[config.mk]
export PLATFORM = sky130hd
export DESIGN_NAME = pkt_con_ejection_arb
export DESIGN_NICKNAME = d
export VERILOG_FILES = /design/src/rtl/pkt_con_ejection_arb.sv
export SDC_FILE = /design/constraint.sdc
export NUM_CORES = 1
export LEC_CHECK = 0
export BUFFER_PORTS_ARGS = -buffer_cell sky130_fd_sc_hd__buf_2
export CAP_MARGIN = 20
export CELL_PAD_IN_SITES_DETAIL_PLACEMENT = 1
export CELL_PAD_IN_SITES_GLOBAL_PLACEMENT = 2
export CORE_AREA = 8 8 313 315
export CTS_BUF_LIST = sky130_fd_sc_hd__clkbuf_8
export DETAILED_ROUTE_END_ITERATION = 10
export DIE_AREA = 0 0 321 323
export GPL_ROUTABILITY_DRIVEN = 0
export PLACE_DENSITY_LB_ADDON = 0.1
export SLEW_MARGIN = 10
export SYNTH_ARGS = -nofsm -noshare
export SYNTH_HDL_FRONTEND = slang
export SYNTH_SLANG_ARGS = --single-unit
export TNS_END_PERCENT = 10
[constraint.sdc]
create_clock -name clk -period 15.5 [get_ports clk]
set_clock_uncertainty 0.1 [all_clocks]
set_input_delay 3.1 -clock clk [delete_from_list [all_inputs] [get_ports clk]]
set_output_delay 3.1 -clock clk [all_outputs]
set_load 0.02 [all_outputs]
[src/rtl/pkt_con_ejection_arb.sv]
// Ejection arbiter: merges N_X X-direction and N_Y Y-direction requesters into the
// node's single local ejection channel.
//
// Two QoS classes (in_qos_i=1 is high), each with its own round-robin pointer. High class
// wins normally; a starvation guard forces a low-class grant after STARVE_LIM consecutive
// high-class grants taken while low-class requests wait. The winner is registered in a
// single-entry output stage that drains and refills on the same edge.
//
// Ports:
//   clk, rst_n                         clock, asynchronous active-low reset
//   in_vld_i / in_rdy_o / in_qos_i     per-input request, one-hot accept, class
//   in_type_i/in_src_i/in_tgt_i/in_data_i  packed per-input fields, input i at [i*W +: W]
//   out_vld_o / out_rdy_i              output stage handshake
//   out_qos_o/out_type_o/out_src_o/out_tgt_o/out_data_o/out_idx_o  held flit
//   starve_pulse_o                     one cycle, with the flit of a forced low-class grant
module pkt_con_ejection_arb #(
    parameter int unsigned N_X        = 7,
    parameter int unsigned N_Y        = 7,
    parameter int unsigned TYPE_W     = 4,
    parameter int unsigned ID_W       = 8,
    parameter int unsigned FLIT_W     = 32,
    parameter int unsigned STARVE_LIM = 8
) (
    input  logic                          clk,
    input  logic                          rst_n,
    input  logic [N_X+N_Y-1:0]            in_vld_i,
    output logic [N_X+N_Y-1:0]            in_rdy_o,
    input  logic [N_X+N_Y-1:0]            in_qos_i,
    input  logic [(N_X+N_Y)*TYPE_W-1:0]   in_type_i,
    input  logic [(N_X+N_Y)*ID_W-1:0]     in_src_i,
    input  logic [(N_X+N_Y)*ID_W-1:0]     in_tgt_i,
    input  logic [(N_X+N_Y)*FLIT_W-1:0]   in_data_i,
    output logic                          out_vld_o,
    input  logic                          out_rdy_i,
    output logic                          out_qos_o,
    output logic [TYPE_W-1:0]             out_type_o,
    output logic [ID_W-1:0]               out_src_o,
    output logic [ID_W-1:0]               out_tgt_o,
    output logic [FLIT_W-1:0]             out_data_o,
    output logic [3:0]                    out_idx_o,
    output logic                          starve_pulse_o
);

    localparam int unsigned N     = N_X + N_Y;
    localparam int unsigned IDX_W = 4;  // out_idx is 4 bits, so N must not exceed 16

    localparam logic [0:0] ST_NORMAL = 1'b0;
    localparam logic [0:0] ST_FORCE  = 1'b1;

    logic [N-1:0]       hi_req, lo_req, sel_req;
    logic [IDX_W-1:0]   sel_ptr, win_idx, cand_idx, win_next;
    logic [31:0]        cand;
    logic               use_lo, win_vld, load, grant_hi, grant_lo;
    logic [TYPE_W-1:0]  win_type;
    logic [ID_W-1:0]    win_src, win_tgt;
    logic [FLIT_W-1:0]  win_data;

    logic [IDX_W-1:0]   rr_hi_q, rr_hi_d, rr_lo_q, rr_lo_d;
    logic [0:0]         state_q, state_d;
    logic [7:0]         age_q, age_d;
    logic               pulse_q, pulse_d;
    logic               vld_q, vld_d, qos_q, qos_d;
    logic [TYPE_W-1:0]  type_q, type_d;
    logic [ID_W-1:0]    src_q, src_d, tgt_q, tgt_d;
    logic [FLIT_W-1:0]  data_q, data_d;
    logic [IDX_W-1:0]   idx_q, idx_d;

    // Winner selection: circular first-set search from the class pointer.
    always_comb begin
        hi_req   = in_vld_i & in_qos_i;
        lo_req   = in_vld_i & ~in_qos_i;
        // FORCE prefers low class; with no low request it falls back to normal priority.
        use_lo   = (hi_req == '0) || (state_q == ST_FORCE && lo_req != '0);
        sel_req  = use_lo ? lo_req : hi_req;
        sel_ptr  = use_lo ? rr_lo_q : rr_hi_q;
        win_vld  = 1'b0;
        win_idx  = '0;
        cand     = '0;
        cand_idx = '0;
        for (int unsigned k = 0; k < N; k++) begin
            cand = 32'(sel_ptr) + k;
            if (cand >= N) cand = cand - N;
            cand_idx = cand[IDX_W-1:0];
            if (!win_vld && sel_req[cand_idx]) begin
                win_vld = 1'b1;
                win_idx = cand_idx;
            end
        end
        win_next = (win_idx == IDX_W'(N - 1)) ? '0 : win_idx + IDX_W'(1);
    end

    // Field mux for the winner.
    always_comb begin
        win_type = '0;
        win_src  = '0;
        win_tgt  = '0;
        win_data = '0;
        for (int unsigned i = 0; i < N; i++) begin
            if (win_idx == IDX_W'(i)) begin
                win_type = in_type_i[i*TYPE_W +: TYPE_W];
                win_src  = in_src_i[i*ID_W +: ID_W];
                win_tgt  = in_tgt_i[i*ID_W +: ID_W];
                win_data = in_data_i[i*FLIT_W +: FLIT_W];
            end
        end
    end

    // Handshake, output stage and pointer update.
    always_comb begin
        load     = !vld_q || out_rdy_i;
        grant_hi = load && win_vld && !use_lo;
        grant_lo = load && win_vld && use_lo;
        in_rdy_o = '0;
        if (load && win_vld) in_rdy_o[win_idx] = 1'b1;

        vld_d   = vld_q;
        qos_d   = qos_q;
        type_d  = type_q;
        src_d   = src_q;
        tgt_d   = tgt_q;
        data_d  = data_q;
        idx_d   = idx_q;
        rr_hi_d = rr_hi_q;
        rr_lo_d = rr_lo_q;
        if (load) begin
            vld_d = win_vld;
            if (win_vld) begin
                qos_d  = !use_lo;
                type_d = win_type;
                src_d  = win_src;
                tgt_d  = win_tgt;
                data_d = win_data;
                idx_d  = win_idx;
                if (use_lo) rr_lo_d = win_next;
                else        rr_hi_d = win_next;
            end
        end
    end

    // Starvation guard.
    always_comb begin
        state_d = state_q;
        age_d   = age_q;
        pulse_d = 1'b0;
        case (state_q)
            ST_NORMAL: begin
                if (lo_req == '0 || grant_lo) begin
                    age_d = '0;
                end else if (grant_hi && age_q != 8'hFF) begin
                    age_d = age_q + 8'd1;
                end
                // Enter FORCE on the grant that reaches the limit so the very next grant is low.
                if (lo_req != '0 && age_d == 8'(STARVE_LIM)) state_d = ST_FORCE;
            end
            ST_FORCE: begin
                if (lo_req == '0) begin
                    state_d = ST_NORMAL;
                    age_d   = '0;
                end else if (grant_lo) begin
                    state_d = ST_NORMAL;
                    age_d   = '0;
                    pulse_d = 1'b1;
                end
            end
            default: begin
                state_d = ST_NORMAL;
                age_d   = '0;
            end
        endcase
    end

    always_ff @(posedge clk or negedge rst_n) begin
        if (!rst_n) begin
            vld_q   <= 1'b0;
            qos_q   <= 1'b0;
            type_q  <= '0;
            src_q   <= '0;
            tgt_q   <= '0;
            data_q  <= '0;
            idx_q   <= '0;
            rr_hi_q <= '0;
            rr_lo_q <= '0;
            state_q <= ST_NORMAL;
            age_q   <= '0;
            pulse_q <= 1'b0;
        end else begin
            vld_q   <= vld_d;
            qos_q   <= qos_d;
            type_q  <= type_d;
            src_q   <= src_d;
            tgt_q   <= tgt_d;
            data_q  <= data_d;
            idx_q   <= idx_d;
            rr_hi_q <= rr_hi_d;
            rr_lo_q <= rr_lo_d;
            state_q <= state_d;
            age_q   <= age_d;
            pulse_q <= pulse_d;
        end
    end

    assign out_vld_o      = vld_q;
    assign out_qos_o      = qos_q;
    assign out_type_o     = type_q;
    assign out_src_o      = src_q;
    assign out_tgt_o      = tgt_q;
    assign out_data_o     = data_q;
    assign out_idx_o      = idx_q;
    assign starve_pulse_o = pulse_q;

endmodule

==> results by group <==
Global routing
  • Grt total ovfl: 0
  • Antenna violations before repair: 67
  • Vias in the first global route: 22.34k
  • Total GRT Usage: 27.17%
  • First-pass GRT wire length: around 200000 um
  • Largest net degree at the start of global routing: 51

Synthesis
  • Fraction of registers with async set/reset: 100.0%
  • XOR/XNOR Fraction of Synth Area: 1.470%
  • Synth area leader: dfrtp_1
  • Synth top cells by count: 150 x nor2_1, 147 x a21oi_1, 144 x nand2_1
  • Sequential share of the synthesized area: 13.54%
  • Cell variety after synth: 113
  • Mapped Cells: between 1.5k and 2k
  • Synth Net Count: roughly 2.7k
  • Post-synthesis compound-gate area fraction: ~45%
  • Post-synth EDFFs: 0
  • Count leader, synth: nor2_1
  • Post-synth top area share: 13.54%
  • Mapped cell area: approximately 14000 um^2
  • Main synth FF type: dfrtp_1
  • Largest family of logic cells by synthesized area: compound AO/OA/AOI/OAI gates
  • Multiplexer share of the synthesized area: 8.500%
  • #FFs+latches synth: 76
  • Mean post-synth cell area: 7.368 um^2
  • Top post-synthesis cells by area: dfrtp_1 14%, a21oi_1 5.2%, mux2i_1 4.6%
  • Simple-gate area share of the yosys netlist: 22.91%
  • Synth Warn #: 0
  • Adder-cell share of the synthesized area: under 10%

Routing
  • Detail Route Antenna Nets: 0
  • DRC Markers: 0
  • Vias post-DR: 21.26k
  • Drt first pass iters: 8
  • Final wirelength: 149900 um
  • Vias per cell: 5.341
  • Drt initial violations: ~1.6k
  • DR WL/cell: 37.64 um

Setup path
  • Most used cell, CP: o21ai_0
  • Critical path start-end classification: in2out
  • Endpoint type of the worst setup path: output pin
  • CP peak stage delay: 740 ps
  • Critical path fanouts, max: 18
  • Worst path slowest cell: or4_1
  • Flop2flop setup slack: 5110 ps
  • Critical Path Source Type: input port
  • Worst EP required: 12300 ps
  • Arrival time worst endpoint: approximately 12000 ps

CTS
  • CTS max path bufs: 2
  • Hold-fix buffers, CTS: 0
  • Cts bufs inserted: 9
  • CTS tree: yes
  • CTS resizes: 0
  • Setup Fix Bufs, Post-CTS: 0
  • CTS root buf: clkbuf_8
  • Clock slew at reported path FFs: 130 ps
  • H-tree depth: 3
  • # clock sinks: 76
  • Skew-Pair Late Insertion Delay: roughly 470 ps

Placed design
  • I/O Buffers: 831
  • DP HPWL: 127200 um

Min path
  • Hold Crit Class: reg2reg

Floorplanning
  • Initial Util: 15.14%
  • Top Ports: 832
  • Core Box Area: slightly above 90000 um^2
  • # rows: 112
  • Die X: between 300 and 400 um
  • Die Ht: roughly 320 um
  • Die area: 103700 um^2

Outcome
  • Status: complete, no violations

Layout
  • Share of layout cells above drive strength 1: between 40 and 50%
  • Layout area overhead: 44.05%
  • Nets: 3471
  • Filler cells: 11.49k

Timing
  • Slew HR: 28.99%
  • Endpoints failing hold: 0
  • Fin Setup TNS: 0 ps
  • Min cycle time layout: 14730 ps
  • Pins Over Slew Limit: 0
  • Least-Margin Pin Slew: 1061 ps
  • RSZ-0062 raised after global routing: false
  • Fmax: roughly 0.068 GHz
  • Fin crit share: 95.02%
  • Final setup viols: 0

Flow run
  • Max Cap Violations: 0
routing by layer:
layer | vias up | share of wire (%) | global-route usage, %
li1 | 9272 | - | -
met1 | 10940 | 42 | 33.79
met2 | 856 | 49 | 46.90
met3 | 159 | 6.5 | 6.154
met4 | 34 | 2.7 | 7.542
met5 | - | 0.15 | 0
cells by family (layout without fill, tap and decap cells):
kind of cell,count (synthesis),in the layout
other,0,33
AO/OA/AOI/OAI,850,850
AND/OR/NAND/NOR,634,634
buffers and inverters,202,990
multiplexers,100,100
adder cells (fa/ha/maj),23,23
flip-flops,76,76
XOR/XNOR,21,21
path summary, 6_finish.rpt:
| path | startpoint | endpoint | cells past startpoint |
|---|---|---|---|
| worst min register to register | out_idx_o[0] | out_idx_o[0] | 2 |
| worst max-delay path | in_qos_i[3] | in_rdy_o[3] | 29 |
| worst min-delay path | out_idx_o[0] | out_idx_o[0] | 2 |
| max in group asynchronous | rst_n | out_vld_o | 2 |
| min in group asynchronous | rst_n | starve_pulse_o | 1 |
| worst max register to register | state_q | out_src_o[2] | 29 |
state kept, by name, summed over array words and instances (netlist names):
register / flops
rr_hi_q: 4
out_vld_o: 1
starve_pulse_o: 1
out_data_o: 32
out_type_o: 4
state_q: 1
out_qos_o: 1
age_q: 8
rr_lo_q: 4
out_src_o: 8
out_idx_o: 4
out_tgt_o: 8
worst max-delay path, delay by kind of cell:
kind,cells,cell delay (ps)
AOI/OAI and AO/OA,9,2800
xor gates and xnor gates,1,490
adders and majority gates,2,830
buffers and inverters,6,1410
and+or+nand+nor,11,2850
through the flow:
| stage | utilization, % | worst slack, ps | std cells | hold slack, ps | instance area, um^2 |
|---|---|---|---|---|---|
| after floorplan | - | 2528 | 1906 | 381.3 | 14040 |
| after global routing | 21.76 | 316.5 | 3963 | 429.3 | 20180 |
| after CTS | 21.71 | 926.8 | 3947 | 394.0 | 20140 |
| final | 21.81 | 772.3 | 3981 | 393.7 | 20230 |
| after detailed placement | 21.48 | 979.0 | 3931 | 365.0 | 19930 |
| after global placement | 21.48 | 1072 | 3931 | 362.8 | 19930 |
placed cells by master, fill, tap and decap left out, types with 12 or more instances in the layout:
cell | netlist | final
a211oi_1 | 23 | 23
a21o_1 | 16 | 16
a21oi_1 | 147 | 147
a221o_1 | 36 | 36
a221oi_1 | 71 | 71
a222oi_1 | 16 | 16
a22oi_1 | 44 | 44
a31oi_1 | 17 | 17
a32o_1 | 32 | 32
and2_1 | 18 | 17
buf_2 | 53 | 830
buf_4 | 9 | 95
dfrtp_1 | 76 | 76
diode_2 | 0 | 33
ha_1 | 22 | 22
inv_1 | 44 | 44
mux2_2 | 21 | 21
mux2i_1 | 65 | 65
mux4_2 | 13 | 13
nand2_1 | 144 | 141
nand2b_1 | 14 | 14
nand3_1 | 81 | 80
nand4_1 | 17 | 17
nor2_1 | 150 | 144
nor2b_1 | 20 | 20
nor3_1 | 76 | 73
nor4_1 | 13 | 12
o211ai_1 | 26 | 26
o21ai_0 | 107 | 107
o21ai_1 | 23 | 21
o221ai_1 | 22 | 22
o22ai_1 | 67 | 66
o2bb2ai_1 | 25 | 25
o31ai_1 | 19 | 19
or3_1 | 24 | 24
xnor2_1 | 15 | 15
final cells by class:
cell class                      count  area [um^2]  area share [%]
Multi-Input combinational cell   1628        11400           56.37
Timing Repair Buffer              926         4875           24.10
Sequential cell                    76         1902           9.401
Tap cell                         1254         1569           7.756
Inverter                           48        185.2          0.9154
Clock buffer                        9        123.9          0.6123
Clock inverter                      7        88.84          0.4391
Antenna cell                       33        82.58          0.4082
Power is left out: the tool's default activity adds up to more than one toggle a clock period on the data nets, which glitch-free logic cannot reach.
